==> src/rtl/branch_predictor_if.sv <==
// rtl/branch_predictor_if.sv - Fetch/Execute signal bundle between the pipeline and branch_predictor
interface branch_predictor_if #(
  parameter int XLEN = 32
);
  // Fetch-side prediction
  logic [XLEN-1:0] PCF;
  logic            PredTakenF;
  logic [XLEN-1:0] PredTargetF;
  // Execute-side resolution and training
  logic            updateE;
  logic [XLEN-1:0] PCE;
  logic            branchTakenE;
  logic [XLEN-1:0] PCTargetE;
  logic            PredTakenE;
  logic [XLEN-1:0] PredTargetE;
  logic            mispredictE;
  // Performance counters
  logic [31:0]     branchCount;
  logic [31:0]     mispredictCount;

  modport master (
    output PCF, updateE, PCE, branchTakenE, PCTargetE, PredTakenE, PredTargetE,
    input  PredTakenF, PredTargetF, mispredictE, branchCount, mispredictCount
  );

  modport slave (
    input  PCF, updateE, PCE, branchTakenE, PCTargetE, PredTakenE, PredTargetE,
    output PredTakenF, PredTargetF, mispredictE, branchCount, mispredictCount
  );
endinterface

==> src/rtl/branch_predictor.sv <==
// rtl/branch_predictor.sv - 2-bit counter + BTB branch predictor; optional perf counters via BP_PERF_CNT_EN
module branch_predictor #(
  parameter int XLEN     = 32,
  parameter int IDX_BITS = 6
) (
  input logic               clk,
  input logic               reset,
  branch_predictor_if.slave bp
);
  localparam int ENTRIES = 1 << IDX_BITS;
  localparam int TAG_W   = XLEN - IDX_BITS - 2;

  logic [1:0]       r_counter [ENTRIES];
  logic             r_valid   [ENTRIES];
  logic [TAG_W-1:0] r_tag     [ENTRIES];
  logic [XLEN-1:0]  r_target  [ENTRIES];

  logic [IDX_BITS-1:0] w_idx_f;
  logic [IDX_BITS-1:0] w_idx_e;
  logic [TAG_W-1:0]    w_tag_f;
  logic [TAG_W-1:0]    w_tag_e;
  logic                w_hit_f;
  logic [1:0]          w_ctr_next;
  logic                w_mispredict;
  logic                w_unused;

  assign w_idx_f = bp.PCF[IDX_BITS+1:2];
  assign w_tag_f = bp.PCF[XLEN-1:IDX_BITS+2];
  assign w_idx_e = bp.PCE[IDX_BITS+1:2];
  assign w_tag_e = bp.PCE[XLEN-1:IDX_BITS+2];

  // Instruction-aligned PCs: the byte-offset bits carry no information
  assign w_unused = ^{bp.PCF[1:0], bp.PCE[1:0]};

  // Prediction reads the registered tables only, so a same-cycle update is not bypassed
  assign w_hit_f        = r_valid[w_idx_f] && (r_tag[w_idx_f] == w_tag_f);
  assign bp.PredTakenF  = w_hit_f && r_counter[w_idx_f][1];
  assign bp.PredTargetF = w_hit_f ? r_target[w_idx_f] : '0;

  // Redirect when the direction was wrong, or a taken prediction pointed to the wrong target
  assign w_mispredict = bp.updateE &&
                        ((bp.branchTakenE != bp.PredTakenE) ||
                         (bp.branchTakenE && bp.PredTakenE && (bp.PredTargetE != bp.PCTargetE)));
  assign bp.mispredictE = w_mispredict;

  // Saturating counter step for the resolving branch
  always_comb begin
    w_ctr_next = r_counter[w_idx_e];
    if (bp.branchTakenE) begin
      if (r_counter[w_idx_e] != 2'b11) w_ctr_next = r_counter[w_idx_e] + 2'b01;
    end else begin
      if (r_counter[w_idx_e] != 2'b00) w_ctr_next = r_counter[w_idx_e] - 2'b01;
    end
  end

  // Counter, valid and target tables: reset wins over a pending training write
  always_ff @(posedge clk) begin
    if (reset) begin
      for (int i = 0; i < ENTRIES; i++) begin
        r_counter[i] <= 2'b01;
        r_valid[i]   <= 1'b0;
        r_target[i]  <= '0;
      end
    end else if (bp.updateE) begin
      r_counter[w_idx_e] <= w_ctr_next;
      if (bp.branchTakenE) begin
        r_valid[w_idx_e]  <= 1'b1;
        r_target[w_idx_e] <= bp.PCTargetE;
      end
    end
  end

  // Tag table: contents are irrelevant while the entry is invalid, so no reset is needed
  always_ff @(posedge clk) begin
    if (!reset && bp.updateE && bp.branchTakenE) begin
      r_tag[w_idx_e] <= w_tag_e;
    end
  end

`ifdef BP_PERF_CNT_EN
  logic [31:0] r_branch_count;
  logic [31:0] r_mispredict_count;

  // Free-running resolved-branch and misprediction counters, wrapping at 2^32
  always_ff @(posedge clk) begin
    if (reset) begin
      r_branch_count     <= '0;
      r_mispredict_count <= '0;
    end else begin
      if (bp.updateE)   r_branch_count     <= r_branch_count + 32'd1;
      if (w_mispredict) r_mispredict_count <= r_mispredict_count + 32'd1;
    end
  end

  assign bp.branchCount     = r_branch_count;
  assign bp.mispredictCount = r_mispredict_count;
`else
  assign bp.branchCount     = '0;
  assign bp.mispredictCount = '0;
`endif

endmodule
==> src/flat_wrapper.sv <==
// flat-port wrapper written by rule: the top's interface ports become plain ports
module branch_predictor_flat 
#(
  parameter int XLEN     = 32,
  parameter int IDX_BITS = 6
)
  (clk, reset, bp_PCF, bp_updateE, bp_PCE, bp_branchTakenE, bp_PCTargetE, bp_PredTakenE, bp_PredTargetE, bp_PredTakenF, bp_PredTargetF, bp_mispredictE, bp_branchCount, bp_mispredictCount);
  branch_predictor_if #(.XLEN(XLEN)) bp_i ();
  input logic clk;
  input logic reset;
  input wire logic [$bits(bp_i.PCF)-1:0] bp_PCF;
  input wire logic [$bits(bp_i.updateE)-1:0] bp_updateE;
  input wire logic [$bits(bp_i.PCE)-1:0] bp_PCE;
  input wire logic [$bits(bp_i.branchTakenE)-1:0] bp_branchTakenE;
  input wire logic [$bits(bp_i.PCTargetE)-1:0] bp_PCTargetE;
  input wire logic [$bits(bp_i.PredTakenE)-1:0] bp_PredTakenE;
  input wire logic [$bits(bp_i.PredTargetE)-1:0] bp_PredTargetE;
  output wire logic [$bits(bp_i.PredTakenF)-1:0] bp_PredTakenF;
  output wire logic [$bits(bp_i.PredTargetF)-1:0] bp_PredTargetF;
  output wire logic [$bits(bp_i.mispredictE)-1:0] bp_mispredictE;
  output wire logic [$bits(bp_i.branchCount)-1:0] bp_branchCount;
  output wire logic [$bits(bp_i.mispredictCount)-1:0] bp_mispredictCount;
  assign bp_i.PCF = bp_PCF;
  assign bp_i.updateE = bp_updateE;
  assign bp_i.PCE = bp_PCE;
  assign bp_i.branchTakenE = bp_branchTakenE;
  assign bp_i.PCTargetE = bp_PCTargetE;
  assign bp_i.PredTakenE = bp_PredTakenE;
  assign bp_i.PredTargetE = bp_PredTargetE;
  assign bp_PredTakenF = bp_i.PredTakenF;
  assign bp_PredTargetF = bp_i.PredTargetF;
  assign bp_mispredictE = bp_i.mispredictE;
  assign bp_branchCount = bp_i.branchCount;
  assign bp_mispredictCount = bp_i.mispredictCount;
  branch_predictor #(.XLEN(XLEN), .IDX_BITS(IDX_BITS)) u_core (.clk(clk), .reset(reset), .bp(bp_i));
endmodule
==> config.mk <==
export PLATFORM = sky130hd
export DESIGN_NAME = branch_predictor_flat
export DESIGN_NICKNAME = d
export VERILOG_FILES = /design/src/rtl/branch_predictor_if.sv /design/src/rtl/branch_predictor.sv /design/src/flat_wrapper.sv
export SDC_FILE = /design/constraint.sdc
export NUM_CORES = 2
export LEC_CHECK = 0
export BUFFER_PORTS_ARGS = -buffer_cell sky130_fd_sc_hd__buf_2
export CAP_MARGIN = 20
export CORE_ASPECT_RATIO = 2
export CORE_UTILIZATION = 30
export DETAILED_ROUTE_END_ITERATION = 7
export PLACE_DENSITY = 0.44
export SLEW_MARGIN = 20
export SYNTH_ARGS = -nofsm -noshare
export SYNTH_HDL_FRONTEND = slang
export SYNTH_SLANG_ARGS = --single-unit
export TNS_END_PERCENT = 20
==> constraint.sdc <==
create_clock -name clk -period 6.8 [get_ports clk]
set_input_delay 0.34 -clock clk [delete_from_list [all_inputs] [get_ports clk]]
set_output_delay 0.34 -clock clk [all_outputs]
set_load 0.02 [all_outputs]
======== Word level (Yosys, flattened, before mapping) ========
Memories as Yosys holds them, arrays and structs flattened.
Index checks and enable logic that the tools add are counted.
word-level totals
  RAM bits ................................ 3776
  logic and storage cells ................. 47
  memories kept ........................... 4
  register bits ........................... 0
memory list
  memory            depth  bits a word  rd ports  clocked after memory_dff  write ports  line                    RTL
  u_core.r_target   64     32           1         0                         64           branch_predictor.sv:16  logic [XLEN-1:0] r_target [ENTRIES];
  u_core.r_tag      64     24           1         0                         1            branch_predictor.sv:15  logic [TAG_W-1:0] r_tag [ENTRIES];
  u_core.r_counter  64     2            2         0                         64           branch_predictor.sv:13  logic [1:0] r_counter [ENTRIES];
  u_core.r_valid    64     1            1         0                         64           branch_predictor.sv:14  logic r_valid [ENTRIES];
cells by class
  add/sub/neg operators ................... 2
  multiplexer cells ....................... 24
  equality and inequality tests ........... 4
  reduce and logical (&&, ||, !) cells .... 13
operator list
  operator                                                            number
  32-bit two-way mux                                                  2
  32-bit inequality test                                              1
  32-bit OR reduction                                                 1
  24-bit == test                                                      1
  6-bit two-way mux                                                   3
  1-bit two-way mux                                                   15
  2-bit two-way mux                                                   4
  1-bit logical AND                                                   7
  2-bit by 1-bit adder with 2-bit output, second input constant       1
  2-bit inequality test, second input constant                        1
  2-bit nonzero test                                                  1
  2-bit OR reduction                                                  1
  2-bit by 1-bit subtractor with 2-bit output, second input constant  1
  1-bit zero test                                                     1
  1-bit logical OR                                                    1
  1-bit inequality test                                               1
  1-bit OR reduction                                                  1

======== Longest topological paths before layout ========
  depth in word-level cells ............... 6
  mapped depth ............................ 16

======== Least setup slack after synthesis ========
OpenSTA, ideal clock, no wires.
  path type ............................... input -> register
  from .................................... in bp_PCE[3]
  to ...................................... mem u_core.r_target[8][0] (enable)
  stages on the path ...................... 8
  slack ................................... 2.064 ns
  data arrival time ....................... 4.271 ns
  path buffers ............................ 4
  setup time .............................. 0.466 ns
  cells stage by stage .................... clkbuf_1 -> nor3_1 -> clkbuf_1 -> clkbuf_1 -> and2_1 -> clkbuf_1 -> nand2_1 -> o21ai_0
RTL lines
  element      line                    RTL
  from (decl)  flat_wrapper.sv:13      input wire logic [$bits(bp_i.PCE)-1:0] bp_PCE;
  to (decl)    branch_predictor.sv:16

======== Worst setup path in the final report ========
  from .................................... in bp_PCF[4]
  to ...................................... out bp_PredTakenF
between the ends
  word-level cells in the longest chain between the ends .. 4
  elaborated cells between the ends (all ways) .. 6
  those cells by class .................... 1 x eq/ne; 2 x reduce/logical; 3 x memory
RTL lines
  element                  line                    RTL
  from (decl)              flat_wrapper.sv:11      input wire logic [$bits(bp_i.PCF)-1:0] bp_PCF;
  memory read 64 x 24 bit  n/a
  24-bit == test           branch_predictor.sv:36  assign w_hit_f = r_valid[w_idx_f] && (r_tag[w_idx_f] == w_tag_f);
  1-bit logical AND        branch_predictor.sv:36
  1-bit logical AND (*)    branch_predictor.sv:37  assign bp.PredTakenF = w_hit_f && r_counter[w_idx_f][1];
  to (decl)                flat_wrapper.sv:18      output wire logic [$bits(bp_i.PredTakenF)-1:0] bp_PredTakenF;
Every way passes the cells marked *; elsewhere a longest branch is shown, timed or not.

==> results.md <==
- Routed WL per cell: 37.2 um
- Synth top cells by count: edfxtp_1, and2_1, mux4_2
- Remaining DRCs: 0
- Max-slew violations: 0
- DIE AREA: 543,000 um2
- Flop-to-flop setup slack: 3.06 ns
- Initial drt markers: 10,600
- Post-synthesis cell count: 9,172
- Die Height: 1.04 mm
- Rows: 381
- Via count: 88,900
- Sequential fraction of the synthesis area: 69.7%
- Post-layout nets: 9,388
- Setup-failing EPs final: 0
- Postcts setup bufs: 0
- Finished Core Util: 34.2%
- Overall global routing resource usage: 22.8%
- Cts bufs inserted: 339
- Status: completed
- Final worst setup slack: 0.653 ns
- First-pass GRT wire length: 832 mm
- CTS tree: done
- Vias per std cell: 5.28
- WP data required: 6.46 ns
- Drt total wl: 626 mm
- Clk_lat worst skew: 0.95 ns
- CP Capture Type: output port
- Final Cycle Share: 90.4%
- Leak Pwr: 60.2 nW
- Clock Skews: 0.0285 ns
- Yosys warns: 0
- Critical path arrival: 5.81 ns
- Crit. Startpoint: bp_PCF[4]
- Post-synthesis register bit count: 3,776
- Hold Crit Class: in2reg
- CP Class: in2out
- Initial Util: 30.1%
- Clk sinks: 3,776
- Layout Area Growth over Synthesis: 13.6%
- Total negative slack: 0 ns
- Most used DFF post-synth: edfxtp_1
- Max cap viols: 0
- Clk buf depth: 4
- Synth top area share: 68.9%
- Crit Path Max Fanout: 52
- Post-DP HPWL: 373 mm
- Top-count cell post-synth: edfxtp_1
- Core area: 538,000 um2
- Drt first pass iters: 6
- Worst setup endpoint: bp_PredTakenF
- Post-Syn Area: 162,000 um2
- Slew @ Worst Pin: 1.29 ns
- Worst VDD drop: 0.000199 V
- RSZ-0062 raised after global routing: false
- Largest net degree at the start of global routing: 107
- Pwr dens: 272 nW/um2
- Gpl congestion: 0.849
- R2R depth: 9
- Largest area contributor in the netlist: edfxtp_1
- Final Critical Period: 6.15 ns
- Synth top area cells: edfxtp_1, mux4_2, and2_1
- Setup WS pre-CTS: 0.789 ns
- Clk slew on worst S/H paths: 0.07 ns
- Reg-to-Reg Start: u_core.r_counter[63][1]
- Slew margin rel.: 13.3%
- Final antenna-violating net count: 0
- Final count of hold timing violations: 0
- Asr flop ratio synth: 0%
- I/O pins: 231
- Critical Path Source Type: input port
- Root buffer cell: clkbuf_16
- DIE WIDTH: 521 um
- Layout cell share with drive strength beyond 1: 23.1%
- PortBufs: 162
- Vias in the first global route: 92,800
- H-tree levels: 5
- Maximum clock rate: 0.163 GHz
- Syn avg cell area: 17.6 um2
- R2r endpoint: u_core.r_counter[31][0]
- Number of synthesized flops with an enable pin: 3,712
- Synth unique cells: 73
- Initial antenna violation count: 125
- GRT Residual Overflow: 0
- Post_cts resized: 0
registers in the layout, summed over array words and instances (netlist names):
name,count
u_core.r_counter,128
u_core.r_tag,1536
u_core.r_target,2048
u_core.r_valid,64
where the power goes:
group | switching (W) | internal (W) | leakage, nW
combinational | 0.00277 | 0.00128 | 20.0
sequential | 0.000184 | 0.0262 | 34.9
clock | 0.00913 | 0.0105 | 5.31
critical path, stage by stage:
cell and delay (ns):
buf_8 0.49, and2_1 1.07, a22oi_1 0.24, a21oi_1 1.04, o32ai_2 0.46, xnor2_1 0.24
a21o_1 0.19, nor4_1 0.34, buf_4 0.21, and4_4 0.55, and3_1 0.27, buf_2 0.17
cell families after synthesis:
logic type | after synthesis | share of synthesized area [%]
AOI/OAI and AO/OA | 494 | 2.13
xor gates and xnor gates | 50 | 0.271
adders and majority gates | 3 | 0.0201
buffers and inverters | 895 | 2.62
DFF | 3776 | 69.7
muxes | 1223 | 15.3
other | 1 | 0.00232
and+or+nand+nor | 2730 | 9.98
per-stage QoR:
stage	total power, W	area (um2)	hold WS, ns	cells
after CTS	0.0505	183000	0.0313	16600
after global placement	0.0309	172000	0.428	16000
after global routing	0.0512	184000	0.00541	16800
after floorplan	0.0289	162000	0.421	9235
final	0.0500	184000	0.00744	16800
after detailed placement	0.0310	172000	0.434	16000
how the worst min path moves through the flow:
stage | start | end | slack [ns] | cells after the start
final | bp_PCE[20] | u_core.r_tag[2][12] | 0.007 | 1
after floorplan | u_core.r_valid[12] | u_core.r_valid[12] | 0.42 | 1
after CTS | bp_PCE[4] | u_core.r_counter[16][0] | 0.03 | 4
after detailed placement | u_core.r_valid[28] | u_core.r_valid[28] | 0.43 | 1
after global placement | u_core.r_valid[54] | u_core.r_valid[54] | 0.43 | 1
after global routing | bp_PCE[20] | u_core.r_tag[2][12] | 0.005 | 1
cell usage in the layout (no fill, tap or decap), drive strengths merged, types with 98 or more instances in the layout:
cell type and count:
edfxtp 3712, and2 2064, mux4 996, buf 543, clkbuf 419, diode 234, mux2i 211, nand2 188
clkinv 148, a22oi 147, nor2 112, nand3 98, o21ai 98
timing repair:
item / CTS / global route
hold buffers: 10 / 10
endpoints found under the hold margin: 94 / 156
setup endpoints to repair: 0 / 0
layer usage:
metal,GRT usage [%],vias up,wire (um)
met5,0,-,33
met4,12.1,6,34700
met3,2.34,892,34900
met2,42.3,3862,337000
met1,25.5,48600,219000
li1,-,35600,-
layout make-up:
cell class,instances,area [um2]
sequential,3776,113000
clock buffer,417,9040
timing repair buffer,565,4850
tap,7085,8860
multi-input combinational,4564,46000
antenna,234,586
inverter,8,55.1
clock inverter,194,1770
fill,51100,354000
(Power assumes the default switching activity.)
